[src/rtl/div_pkg.sv]
// rtl/div_pkg.sv - shared types and helpers for the sequential divider
package div_pkg;
  typedef enum logic [1:0] {IDLE, RUN, FIX, EXC} state_t;

  localparam int MAX_W = 64;

  function automatic int cnt_w(input int w);
    return $clog2(w) + 1;
  endfunction

  // Most negative two's-complement value for a w-bit word, zero-extended to MAX_W.
  function automatic logic [MAX_W-1:0] min_val(input int w);
    return {{(MAX_W-1){1'b0}}, 1'b1} << (w - 1);
  endfunction
endpackage

[src/rtl/div_seq_if.sv]
// rtl/div_seq_if.sv - operand/result bundle between multdiv controller and divider
interface div_seq_if #(parameter int WIDTH = 32);
  logic [WIDTH-1:0] data_operandA;
  logic [WIDTH-1:0] data_operandB;
  logic             ctrl_DIV;
  logic             ctrl_SIGNED;
  logic [WIDTH-1:0] data_result;
  logic [WIDTH-1:0] data_remainder;
  logic             data_exception;
  logic             data_resultRDY;
  logic             data_busy;

  modport master (
    output data_operandA, data_operandB, ctrl_DIV, ctrl_SIGNED,
    input  data_result, data_remainder, data_exception, data_resultRDY, data_busy
  );

  modport slave (
    input  data_operandA, data_operandB, ctrl_DIV, ctrl_SIGNED,
    output data_result, data_remainder, data_exception, data_resultRDY, data_busy
  );
endinterface

[src/rtl/div_step.sv]
// rtl/div_step.sv - one combinational radix-2 restoring division step
module div_step #(
  parameter int WIDTH = 32
) (
  input  logic [WIDTH-1:0] r,
  input  logic [WIDTH-1:0] q,
  input  logic [WIDTH-1:0] d,
  output logic [WIDTH-1:0] r_next,
  output logic [WIDTH-1:0] q_next
);
  logic [WIDTH:0] shifted;
  logic [WIDTH:0] trial;

  assign shifted = {r, q[WIDTH-1]};
  assign trial   = shifted - {1'b0, d};

  // Partial remainder stays below d, so a set top bit of the trial means borrow.
  always_comb begin
    if (!trial[WIDTH]) begin
      r_next = trial[WIDTH-1:0];
      q_next = {q[WIDTH-2:0], 1'b1};
    end else begin
      r_next = shifted[WIDTH-1:0];
      q_next = {q[WIDTH-2:0], 1'b0};
    end
  end
endmodule

[src/rtl/div_seq.sv]
// rtl/div_seq.sv - iterative signed/unsigned restoring divider with exception detection
module div_seq
  import div_pkg::*;
#(
  parameter int WIDTH     = 32,
  parameter bit SIGNED_EN = 1'b1
) (
  input  logic       clock,
  input  logic       reset_n,
  div_seq_if.slave   bus
);
  localparam int               CNT_W   = cnt_w(WIDTH);
  localparam logic [WIDTH-1:0] MIN_VAL = WIDTH'(min_val(WIDTH));

  state_t           state;
  logic [CNT_W-1:0] cnt;
  logic [WIDTH-1:0] rem_q, quo_q, dvs_q;
  logic             neg_quo, neg_rem, ovf;
  logic [WIDTH-1:0] rem_nx, quo_nx;

  logic             sgn, a_neg, b_neg;
  logic [WIDTH-1:0] a_mag, b_mag;

  assign sgn   = SIGNED_EN & bus.ctrl_SIGNED;
  assign a_neg = sgn & bus.data_operandA[WIDTH-1];
  assign b_neg = sgn & bus.data_operandB[WIDTH-1];
  assign a_mag = a_neg ? -bus.data_operandA : bus.data_operandA;
  assign b_mag = b_neg ? -bus.data_operandB : bus.data_operandB;

  div_step #(.WIDTH(WIDTH)) u_step (
    .r      (rem_q),
    .q      (quo_q),
    .d      (dvs_q),
    .r_next (rem_nx),
    .q_next (quo_nx)
  );

  always_ff @(posedge clock or negedge reset_n) begin
    if (!reset_n) begin
      state              <= IDLE;
      cnt                <= '0;
      rem_q              <= '0;
      quo_q              <= '0;
      dvs_q              <= '0;
      neg_quo            <= 1'b0;
      neg_rem            <= 1'b0;
      ovf                <= 1'b0;
      bus.data_result    <= '0;
      bus.data_remainder <= '0;
      bus.data_exception <= 1'b0;
      bus.data_resultRDY <= 1'b0;
      bus.data_busy      <= 1'b0;
    end else begin
      bus.data_resultRDY <= 1'b0;
      case (state)
        IDLE: begin
          if (bus.ctrl_DIV) begin
            bus.data_busy <= 1'b1;
            if (bus.data_operandB == '0) begin
              state <= EXC;
              ovf   <= 1'b0;
              quo_q <= bus.data_operandA;
            end else if (sgn && bus.data_operandA == MIN_VAL && bus.data_operandB == '1) begin
              state <= EXC;
              ovf   <= 1'b1;
            end else begin
              state   <= RUN;
              quo_q   <= a_mag;
              rem_q   <= '0;
              dvs_q   <= b_mag;
              cnt     <= CNT_W'(WIDTH);
              neg_quo <= a_neg ^ b_neg;
              neg_rem <= a_neg;
            end
          end
        end
        RUN: begin
          rem_q <= rem_nx;
          quo_q <= quo_nx;
          cnt   <= cnt - CNT_W'(1);
          if (cnt == CNT_W'(1)) state <= FIX;
        end
        FIX: begin
          bus.data_result    <= neg_quo ? -quo_q : quo_q;
          bus.data_remainder <= neg_rem ? -rem_q : rem_q;
          bus.data_exception <= 1'b0;
          bus.data_resultRDY <= 1'b1;
          bus.data_busy      <= 1'b0;
          state              <= IDLE;
        end
        EXC: begin
          // quo_q still holds the raw dividend for the divide-by-zero case.
          bus.data_result    <= ovf ? MIN_VAL : '0;
          bus.data_remainder <= ovf ? '0 : quo_q;
          bus.data_exception <= 1'b1;
          bus.data_resultRDY <= 1'b1;
          bus.data_busy      <= 1'b0;
          state              <= IDLE;
        end
        default: state <= IDLE;
      endcase
    end
  end
endmodule

[src/flat_wrapper.sv]
// flat-port wrapper written by rule: the top's interface ports become plain ports
module div_seq_flat import div_pkg::*;
#(
  parameter int WIDTH     = 32,
  parameter bit SIGNED_EN = 1'b1
)
  (clock, reset_n, bus_data_operandA, bus_data_operandB, bus_ctrl_DIV, bus_ctrl_SIGNED, bus_data_result, bus_data_remainder, bus_data_exception, bus_data_resultRDY, bus_data_busy);
  div_seq_if #(.WIDTH(WIDTH)) bus_i ();
  input  logic clock;
  input  logic reset_n;
  input wire logic [$bits(bus_i.data_operandA)-1:0] bus_data_operandA;
  input wire logic [$bits(bus_i.data_operandB)-1:0] bus_data_operandB;
  input wire logic [$bits(bus_i.ctrl_DIV)-1:0] bus_ctrl_DIV;
  input wire logic [$bits(bus_i.ctrl_SIGNED)-1:0] bus_ctrl_SIGNED;
  output wire logic [$bits(bus_i.data_result)-1:0] bus_data_result;
  output wire logic [$bits(bus_i.data_remainder)-1:0] bus_data_remainder;
  output wire logic [$bits(bus_i.data_exception)-1:0] bus_data_exception;
  output wire logic [$bits(bus_i.data_resultRDY)-1:0] bus_data_resultRDY;
  output wire logic [$bits(bus_i.data_busy)-1:0] bus_data_busy;
  assign bus_i.data_operandA = bus_data_operandA;
  assign bus_i.data_operandB = bus_data_operandB;
  assign bus_i.ctrl_DIV = bus_ctrl_DIV;
  assign bus_i.ctrl_SIGNED = bus_ctrl_SIGNED;
  assign bus_data_result = bus_i.data_result;
  assign bus_data_remainder = bus_i.data_remainder;
  assign bus_data_exception = bus_i.data_exception;
  assign bus_data_resultRDY = bus_i.data_resultRDY;
  assign bus_data_busy = bus_i.data_busy;
  div_seq #(.WIDTH(WIDTH), .SIGNED_EN(SIGNED_EN)) u_core (.clock(clock), .reset_n(reset_n), .bus(bus_i));
endmodule
[config.mk]
export PLATFORM = sky130hd
export DESIGN_NAME = div_seq_flat
export DESIGN_NICKNAME = d
export VERILOG_FILES = /design/src/rtl/div_pkg.sv /design/src/rtl/div_seq_if.sv /design/src/rtl/div_step.sv /design/src/rtl/div_seq.sv /design/src/flat_wrapper.sv
export SDC_FILE = /design/constraint.sdc
export NUM_CORES = 1
export LEC_CHECK = 0
export ABC_AREA = 1
export BUFFER_PORTS_ARGS = -buffer_cell sky130_fd_sc_hd__buf_2
export CORE_ASPECT_RATIO = 1.25
export CORE_MARGIN = 5
export CORE_UTILIZATION = 50
export DETAILED_ROUTE_END_ITERATION = 8
export PLACE_DENSITY = 0.75
export SLEW_MARGIN = 20
export SYNTH_ARGS = -nofsm -noshare
export SYNTH_HDL_FRONTEND = slang
export SYNTH_HIERARCHICAL = 1
export SYNTH_SLANG_ARGS = --single-unit
[constraint.sdc]
create_clock -name clock -period 2.6 [get_ports clock]
set_input_delay 0.65 -clock clock [delete_from_list [all_inputs] [get_ports clock]]
set_output_delay 0.65 -clock clock [all_outputs]
set_load 0.05 [all_outputs]
==> impl_metrics.yaml <==
timing:
  drv_slew: 0
  hold_viol: 0
  fin_crit_sh_pct: 94.4
  finalClockSkew_ns: 0.00603
  final-setup-viol-count: 0
  rsz0062_at_grt: "false"
  min_period_ns: 2.46
  slew_headroom_pct: 60.2
  max_freq_ghz: 0.407
  tns_ns: 0
  worst_pin_slew_ns: 0.596
cells_and_area:
  fillers: 3015
  fin_nets: 2683
  area_growth_syn_to_layout_pct: 13.1
  diodes: 0
  drive_gt1_share_pct: 12.1
  layout_commonest_cell: "nand2_1"
  final_cell_mix: "nand2_1, nor2_1, inv_1"
clocking:
  insertion_delay_ns: 0.43
  cts_max_level: 4
  clockBufferDepth: 2
  clkTransAtPathRegs_ns: 0.07
  cts_made_buffers: 17
  clkSinkCount: 174
  postCtsHoldBufs: 0
  cts_tree: "yes"
  root_buffer: "clkbuf_16"
grt:
  antenna_found_initial: 0
  track_usage_pct: 30.5
  grt_pass1_wl_mm: 80.0
  overflow: 0
  grt_max_degree: 57
  first_global_vias: 15100
placement:
  dp_hpwl_mm: 41.1
  routabilityCongestion: 1.03
  port_buffers: 134
logic_synthesis:
  synth_edf_count: 0
  ys_seq_area_share_pct: 29.5
  synth_area_leader_cell: "dfrtp_1"
  ys.flop_type: "dfrtp_1"
  synth_area_leaders: "dfrtp_1, nand2_1, nand3_1"
  avgSynthCellArea_um2: 6.04
  netlist_instances: 2440
  synth_area_mm2: 0.0147
  yosysWarnings: 6
  ys_types: 40
  syn_nets: 2548
  synthArstFlopShare_pct: 100
  yosysTopAreaCellShare_pct: 29.5
  synth-seq-cells: 174
power_and_ir_drop:
  p_sw_mw: 12.9
  p_total_mw: 22.9
  vdd_drop_max_uv: 635
  power_frac_comb_pct: 65.4
  leakagePower_nw: 9.12
  switching_share_pct: 56.2
  pwr-share-clk_pct: 11.6
  intPower_mw: 10.0
  seq_power_share_pct: 23.1
  powerDensity_mw_per_mm2: 1370
worst_setup_path:
  crit_arrival_ns: 2.78
  critPathMaxStageDelay_ns: 0.38
  r2r.worst_path.cells: 16
  path_max_fanout: 5
  regToRegStartpoint: "u_core/dvs_q[5]"
  worst_path_most_repeated_cell: "nand2_1"
  path_class: "reg2reg"
  start_kind: "register"
  worst_ep_required_time_ns: 2.93
  cp_cell_sequence: "inv_1 -> ha_1 -> nand2_1 -> inv_1 -> a21oi_1 -> nand2_1 -> nand2_1 -> nand2_1 -> nand2_1 -> nand2_1 -> nand2_1 -> nand2_1 -> nand2_1 -> nand2_1 -> nand2_1 -> nand2_1"
  regToRegSetupSlack_ns: 0.14
  critPathLaunch: "u_core/dvs_q[5]"
  critPathSlowestCell: "dfrtp_1"
  timing.rr.end: "u_core/rem_q[27]"
  endpoint_kind: "register"
drt:
  drt_iter0_markers: 1589
  firstDrtPassIters: 8
  drc_errors: 0
  avgRoutedWirePerCell_um: 17.1
  via_per_inst: 5.38
  route.vias.total: 16100
  postRouteAntennaNets: 0
  routed_wl_mm: 50.9
worst_hold_path:
  hold_path.class: "in2async"
floorplan:
  dieArea_mm2: 0.0330
  ioPinCount: 135
  core_area_mm2: 0.0292
  die_y_um: 202
  die_w_um: 164
  start_util_pct: 50.5
  fp-row-count: 70
flow_run:
  maxCapViolations: 0
outcome:
  status: "completed"
## Yosys cell counts, types with 7 or more instances
cell type	instances
o21bai_1	8
xor2_1	49
inv_2	9
nor2_2	9
buf_4	38
buf_6	11
buf_2	10
nand2_2	12
inv_1	291
ha_1	39
nor2_1	298
nand3b_1	7
a21oi_1	104
nand4_1	42
nor3_1	27
nand2_1	862
or2_2	12
nand3_1	246
o21ai_1	22
o21ai_0	76
clkbuf_1	40
buf_1	7
dfrtp_1	174
## metal layers
layer | track usage, % | part of all wire, % | up-vias
li1 | - | - | 7944
met3 | 2.81 | 5.5 | 135
met5 | 0 | 0 | -
met1 | 37.8 | 40 | 7336
met2 | 52.5 | 49 | 635
met4 | 15.6 | 5.5 | 0
## sequential cells by signal (all words and copies together) (netlist names)
| register | count |
|---|---|
| u_core/quo_q | 32 |
| u_core/rem_q | 32 |
| u_core/bus.data_exception | 1 |
| u_core/dvs_q | 32 |
| u_core/state | 2 |
| u_core/cnt | 6 |
| u_core/neg_quo | 1 |
| u_core/bus.data_busy | 1 |
| u_core/neg_rem | 1 |
| u_core/bus.data_resultRDY | 1 |
| u_core/ovf | 1 |
| u_core/bus.data_remainder | 32 |
| u_core/bus.data_result | 32 |
## worst max-delay path by stage
stage | to | cells past startpoint
floorplan | u_core/quo_q[0] | 18
global placement | u_core/rem_q[10] | 13
detailed placement | u_core/rem_q[10] | 13
CTS | u_core/rem_q[27] | 16
global route | u_core/rem_q[15] | 19
finish | u_core/rem_q[27] | 16
## stage by stage
stage          hold slack, ns  cell area, um2  setup WS [ns]  utilization, %  cells
3_3_place_gp            0.449           16000         0.0953            54.9   2951
6_report                0.176           16700          0.145            57.2   2984
3_5_place_dp            0.455           16000         0.0603            54.9   2951
5_1_grt                 0.206           16700       0.000929            57.2   2984
4_1_cts                 0.180           16600          0.127            57.0   2983
2_1_floorplan           0.354           14700          0.306               -   2440
## cell type report
cell class	count	area [um2]	share of cell area (%)
clock inverters	15	176	1.06
multi-input cells	1861	8670	52.0
repair buffers	221	1420	8.50
flip-flops and latches	174	4350	26.1
well taps	396	495	2.97
clock buffers	17	425	2.55
inverters	300	1130	6.76
## power by group through the flow
stage | clock [mW] | sequential [mW] | combinational, mW
after CTS | 2.67 | 5.22 | 14.7
after global routing | 2.79 | 5.36 | 16.6
final | 2.64 | 5.27 | 14.9
after global placement | 0 | 5.25 | 14.4
after detailed placement | 0 | 5.26 | 14.7
after floorplan | 0 | 6.58 | 9.28
## critical path, delay by kind of cell (launching register included)
| kind | cells | cell delay [ns] |
|---|---|---|
| simple gates | 12 | 1.18 |
| flops | 1 | 0.38 |
| fa+ha+maj | 1 | 0.32 |
| buf+inv | 2 | 0.23 |
| compound gates | 1 | 0.23 |
## cell families after synthesis
family	count (synthesis)	share of synthesized area, %
AO/OA/AOI/OAI	232	8.40
XOR/XNOR	55	3.27
adder cells (fa/ha/maj)	40	3.45
buffers and inverters	406	12.0
flip-flops	174	29.5
AND/OR/NAND/NOR	1533	43.4
## repair_timing
action	4_1_cts	5_1_grt
buffers inserted	0	0
endpoints found under the setup margin	0	29
resized for setup	0	7
Power figures use the tool's default switching activity.
